File: src/rtl/regfile_wb_arbiter.sv
// regfile_wb_arbiter
// Shares the register file's single write port between two writeback
// requesters (req0 = ALU/execute, req1 = load/memory). One real write is
// granted per cycle and staged in a registered output stage that drives
// the regFile write port. The staged write is forwarded to both decode
// read ports until it commits.
//
// Ports:
//   clk, reset_n              clock, asynchronous active-low reset
//   hold                      freeze arbitration (no grants, no x0 acks)
//   reqN_valid/addr/data      requester N write request (N = 0, 1)
//   reqN_ready                requester N accepted this cycle (combinational)
//   we, wb_addr, wb_data      registered regFile write port
//   rsN_addr                  decode read addresses (N = 1, 2)
//   rsN_fwd_valid/data        take forwarded data instead of regFile data
//
// Parameters:
//   ARB_MODE     0 = round-robin, 1 = fixed priority (req0) with starvation guard
//   STARVE_LIMIT consecutive req1 losses that force one req1 grant (1..15)
module regfile_wb_arbiter #(
  parameter int ADDR_W       = 5,
  parameter int DATA_W       = 32,
  parameter int ARB_MODE     = 0,
  parameter int STARVE_LIMIT = 4
) (
  input  logic              clk,
  input  logic              reset_n,
  input  logic              hold,
  input  logic              req0_valid,
  output logic              req0_ready,
  input  logic [ADDR_W-1:0] req0_addr,
  input  logic [DATA_W-1:0] req0_data,
  input  logic              req1_valid,
  output logic              req1_ready,
  input  logic [ADDR_W-1:0] req1_addr,
  input  logic [DATA_W-1:0] req1_data,
  output logic              we,
  output logic [ADDR_W-1:0] wb_addr,
  output logic [DATA_W-1:0] wb_data,
  input  logic [ADDR_W-1:0] rs1_addr,
  input  logic [ADDR_W-1:0] rs2_addr,
  output logic              rs1_fwd_valid,
  output logic [DATA_W-1:0] rs1_fwd_data,
  output logic              rs2_fwd_valid,
  output logic [DATA_W-1:0] rs2_fwd_data
);

  localparam logic [3:0] LP_LIMIT = 4'(STARVE_LIMIT);

  logic              r_we;
  logic [ADDR_W-1:0] r_wb_addr;
  logic [DATA_W-1:0] r_wb_data;
  logic              r_prio;
  logic [3:0]        r_starve_cnt;

  logic w_open;
  logic w_zero0;
  logic w_zero1;
  logic w_real0;
  logic w_real1;
  logic w_pick1;
  logic w_grant0;
  logic w_grant1;

  assign w_open  = reset_n & ~hold;
  assign w_zero0 = (req0_addr == '0);
  assign w_zero1 = (req1_addr == '0);
  assign w_real0 = req0_valid & ~w_zero0;
  assign w_real1 = req1_valid & ~w_zero1;

  // Contention winner when both ports carry a real write: 1 means req1.
  assign w_pick1 = (ARB_MODE == 0) ? r_prio : (r_starve_cnt == LP_LIMIT);

  // A port is ready when it targets x0 (ack-and-drop), when the other port
  // is not competing, or when it wins contention. The port's own valid is
  // never looked at, so ready cannot loop back on valid.
  assign req0_ready = w_open & (w_zero0 | ~w_real1 | ~w_pick1);
  assign req1_ready = w_open & (w_zero1 | ~w_real0 |  w_pick1);

  assign w_grant0 = w_real0 & req0_ready;
  assign w_grant1 = w_real1 & req1_ready;

  // Output stage plus arbitration history. A losing req1 only counts as
  // starved when req0 actually took the port; hold leaves history untouched
  // because neither grant can fire.
  always_ff @(posedge clk or negedge reset_n) begin
    if (!reset_n) begin
      r_we         <= 1'b0;
      r_wb_addr    <= '0;
      r_wb_data    <= '0;
      r_prio       <= 1'b0;
      r_starve_cnt <= '0;
    end else begin
      r_we <= w_grant0 | w_grant1;
      if (w_grant0) begin
        r_wb_addr <= req0_addr;
        r_wb_data <= req0_data;
        r_prio    <= 1'b1;
      end else if (w_grant1) begin
        r_wb_addr <= req1_addr;
        r_wb_data <= req1_data;
        r_prio    <= 1'b0;
      end
      if (w_grant1) begin
        r_starve_cnt <= '0;
      end else if (w_real1 && w_grant0 && (r_starve_cnt != LP_LIMIT)) begin
        r_starve_cnt <= r_starve_cnt + 4'd1;
      end
    end
  end

  assign we      = r_we;
  assign wb_addr = r_wb_addr;
  assign wb_data = r_wb_data;

  // Only the staged write is forwarded; x0 never forwards since it reads 0.
  assign rs1_fwd_valid = r_we & (rs1_addr == r_wb_addr) & (rs1_addr != '0);
  assign rs2_fwd_valid = r_we & (rs2_addr == r_wb_addr) & (rs2_addr != '0);
  assign rs1_fwd_data  = rs1_fwd_valid ? r_wb_data : '0;
  assign rs2_fwd_data  = rs2_fwd_valid ? r_wb_data : '0;

endmodule

File: config.mk
export PLATFORM = sky130hd
export DESIGN_NAME = regfile_wb_arbiter
export DESIGN_NICKNAME = d
export VERILOG_FILES = /design/src/rtl/regfile_wb_arbiter.sv
export SDC_FILE = /design/constraint.sdc
export NUM_CORES = 1
export LEC_CHECK = 0
export BUFFER_PORTS_ARGS = -buffer_cell sky130_fd_sc_hd__buf_2
export CORE_ASPECT_RATIO = 0.8
export CORE_MARGIN = 1
export CORE_UTILIZATION = 40
export DETAILED_ROUTE_END_ITERATION = 10
export GPL_ROUTABILITY_DRIVEN = 0
export PLACE_DENSITY = 0.8
export SLEW_MARGIN = 10
export SYNTH_ARGS = -nofsm -noshare
export SYNTH_HDL_FRONTEND = slang
export SYNTH_SLANG_ARGS = --single-unit
File: constraint.sdc
create_clock -name clk -period 2.1 [get_ports clk]
set_input_delay 0.21 -clock clk [delete_from_list [all_inputs] [get_ports clk]]
set_output_delay 0.21 -clock clk [all_outputs]
set_load 0.1 [all_outputs]
-- After elaboration in Yosys (flattened, before gate mapping)
Index checks and enable logic that the tools add are counted.
- register bits after elaboration: 39
- input port bits: 89
- output and inout port bits: 106
- logic and storage cells: 41
- eq/ne operators: 2
- reduce and logical (&&, ||, !) cells: 5
- mux-type cells: 8
- bitwise gates (word level): 22
- operators with widths (cell ; number):
    $mux W32 ; 4
    $and A1 B1 Y1 ; 11
    $eq A5 B5 Y1 ; 2
    $logic_not A5 Y1 ; 2
    $mux W5 ; 2
    $reduce_bool A5 Y1 ; 2
    $not A1 Y1 ; 6
    $or A1 B1 Y1 ; 5
    $mux W1 ; 2
    $reduce_bool A2 Y1 ; 1

-- Logic depth before layout (Yosys ltp)
- word-level depth: 10
- gate-level depth with buffers: 6
- mapped depth without buffers: 4

-- Least setup slack after synthesis
Ideal clock, no wire load.
- kind: reg-to-output
- start: register r_wb_addr[0] (netlist: wb_addr[0])
- end: output rs1_fwd_data[22]
- data required time: 1.890 ns
- path slack: -1.652 ns
- data arrival time: 3.542 ns
- stages on the path, launching flop included: 6
- path buffers: 1
- cells stage by stage: dfrtp_1 or3_1 o21ai_0 a211oi_1 clkbuf_1 and2_1
- word-level cells in the longest chain between the ends: 4
- ends and longest elaborated chain (item ; RTL line ; RTL):
    start: declaration ; 51 ; logic [ADDR_W-1:0] r_wb_addr;
    start signal: assignment ; 96 ; r_wb_addr <= req0_addr;
    start signal: assignment ; 100 ; r_wb_addr <= req1_addr;
    $eq A5 B5 Y1 ; 117 ; assign rs1_fwd_valid = r_we & (rs1_addr == r_wb_addr) & (rs1_addr != '0);
    $and A1 B1 Y1 (2 in a row) ; 117 ;
    via rs1_fwd_valid ; 42 ; output logic rs1_fwd_valid,
    $mux W32 ; 119 ; assign rs1_fwd_data = rs1_fwd_valid ? r_wb_data : '0;
    end: declaration ; 43 ; output logic [DATA_W-1:0] rs1_fwd_data,
The timed path passes the listed nets, and every way through them passes these cells.

-- Final worst setup path
- start: register r_wb_addr[2] (netlist: wb_addr[2])
- end: output rs1_fwd_data[20]
- word-level cells in the longest chain between the ends: 4
- ends and longest elaborated chain (item ; RTL line):
    $eq A5 B5 Y1 ; 117
    $and A1 B1 Y1 (2 in a row) ; 117
    $mux W32 ; 119
No other way between the ends.

==> summary.txt <==
STA
  • Peak Freq: 424 MHz
  • Setup TNS: -15000 ps
  • Slew Viols, Final: 0
  • Setup Skew: roughly 6.2 ps
  • Endpoints failing hold: 0
  • Tmin final: 2360 ps
  • Final worst slack: -259 ps
  • Relative slew slack: 0.505
  • RSZ-0062 raised after global routing: true
  • Final worst-path cycle share: 1.12
  • Final setup vio count: 66
  • Slew @ Worst Pin: 743 ps

Run status
  • Failing checks: setup timing
  • Outcome: finished with violations

Drt
  • Met1 Wirelength: ~4600 um
  • Post-DRT Antenna Nets: 0
  • Wire per inst: 22.0 um
  • Vias: 3689
  • Residual DRC count: 0
  • Top layer in use: met4
  • Wire length on met3: 1310 um
  • Final WL: 13200 um
  • TritonRoute pass-1 iters: 5
  • Vias per cell: 6.18
  • Met2 wire len: ~6400 um
  • Drt first-iter violations: around 340

Global routing
  • Largest net degree at the start of global routing: 74
  • Total track usage: 0.347
  • Initial antenna violation count: 0
  • Total gr overflow: 0
  • First-pass GRT wire length: 17800 um
  • Number of global-route vias before repair: about 3400

Floorplanning
  • Chip width: 91.5 um
  • Die Height: 73.6 um
  • Die area: approximately 6700 um^2
  • Ports: between 150 and 200
  • Std-Cell Rows: 25
  • Total core area: a little over 6000 um^2
  • Starting density of the core: 0.425

Placement
  • HPWL after DPL: 7910 um
  • I/O Buffers: 194
  • Pre-CTS WS: 45.1 ps

Setup path
  • Crit Path Category: flip-flop to output pin
  • Crit path required time: 1890 ps
  • Worst Setup Start Kind: flip-flop
  • Critical Path End Type: output pin
  • Crit path DAT: 2150 ps
  • Crit Path Max Fanout: 17

Run
  • Max Cap Viol: 0

Yosys
  • Seq/Total Area, Yosys: 0.381
  • Synthesized area per cell: 8.01 um^2
  • Mapped Area: 2560 um^2
  • Top_reg_cell synth: dfrtp_1
  • Synthesized Nets: 409
  • Cell count after synthesis: between 300 and 400
  • EDFF count, synth: 0
  • Post-synth ARST share: 1.00
  • Distinct cell type count after synthesis: 26
  • Yosys reg bits: 39
  • Yosys Warn Count: 0

CTS
  • Worst-Skew Late Latency: 280 ps
  • Root buffer cell: clkbuf_8
  • CTS Buf Count: 5
  • Clk sinks: 39
  • Clk buf depth: 2
  • Clock-pin slew on the worst setup and hold paths: around 80 ps
  • TritonCTS clock tree: done
  • H-tree Lvls: 2

Final layout
  • # diodes: 0
  • Synth-to-Final Area Change: 104%
  • Fill cells: ~270
  • Multi-input gate area: 1720 um^2
  • Share of cells above drive strength 1: 0.605
  • Register area: 993 um^2
  • Nets: around 610

Hold path
  • Min-Delay Path Class: input pin to async pin

Pwr
  • PD cells: between 600 and 700 nW/um^2
  • P_leak: 2.24 nW
  • Peak supply drop: 635 uV
[final cells by class]
cell class / count / share of cell area
timing repair buffer: 221 / 0.447
multi-input combinational: 247 / 0.328
sequential: 39 / 0.190
tap: 81 / 0.0194
clock buffer: 7 / 0.0146
inverter: 2 / 0.00143
[cell usage after synthesis, types with 4 or more instances]
cell type,instances,area share
nor2_1,4,0.0059
nor3_1,36,0.070
o21ai_0,36,0.070
nand2_1,4,0.0059
a31oi_1,36,0.088
buf_2,4,0.0078
nand3_1,39,0.076
dfrtp_1,39,0.38
clkbuf_1,25,0.037
and2_1,64,0.16
xnor2_1,8,0.027
[final timing paths]
| kind | cells past startpoint | slack, ps | end | start |
|---|---|---|---|---|
| max in group asynchronous | 2 | 1720 | wb_addr[2] | reset_n |
| worst min-delay path | 2 | 8 | wb_data[1] | reset_n |
| worst max-delay path | 8 | -260 | rs1_fwd_data[20] | wb_addr[2] |
| min in group clk | 3 | 190 | wb_data[2] | req0_data[2] |
| worst min register to register | 2 | 600 | r_prio | r_prio |
| worst max register to register | 4 | 640 | wb_addr[3] | r_prio |
[placed cells by master (no fill, tap or decap), types with 14 or more instances in the layout]
cell type and instances:
a31oi_1 36, and2_4 64, nor3_1 36, buf_12 72
buf_2 126, o21ai_0 34, dfrtp_1 33, nand3_1 37
buf_4 14
[power breakdown]
group,total (W),switching [W],internal (W)
logic,0.00208,0.00161,0.000473
registers,0.00108,0.000177,0.000902
clock network,0.000476,0.000247,0.000229
total,0.00364,0.00203,0.00160
[metrics by stage]
| step | cell area, um^2 | utilization | power [W] | hold slack, ps | std cells |
|---|---|---|---|---|---|
| final | 5240 | 0.867 | 0.00364 | 8.30 | 597 |
| after global routing | 5240 | 0.867 | 0.00374 | 50.9 | 597 |
| after CTS | 5130 | 0.849 | 0.00354 | 23.5 | 593 |
| after detailed placement | 4880 | 0.808 | 0.00303 | 333 | 580 |
| after global placement | 4880 | 0.808 | 0.00298 | 318 | 580 |
| after floorplan | 2770 | - | 0.00253 | -85.6 | 320 |
[cells by family after synthesis]
family	share of synthesized area
DFF	0.381
and+or+nand+nor	0.330
AOI/OAI and AO/OA	0.204
buffers and inverters	0.0576
xor gates and xnor gates	0.0273
[registers in the layout, summed over array words and instances (netlist names)]
name / count
wb_data: 32
wb_addr: 5
we: 1
r_prio: 1
[critical path, stage by stage (launching register included)]
cell	delay, ps
dfrtp_4	480
buf_6	150
xnor2_4	170
nand3_2	120
a211oi_4	240
buf_6	170
buf_12	160
and2_4	180
buf_12	170
[layer usage]
metal / vias to the layer above / global-route usage
li1: 1541 / -
met1: 1727 / 0.379
met2: 320 / 0.656
met3: 101 / 0.0859
met4: 0 / 0.136
met5: - / 0
[what timing repair did]
action	4_1_cts	5_1_grt
pin swaps	4	5
setup endpoints to repair	66	66
gates resized for setup	17	11
cloned	3	2
hold buffers	0	0
buffers inserted	3	2
No activity file was read; power rests on OpenSTA's default activity.
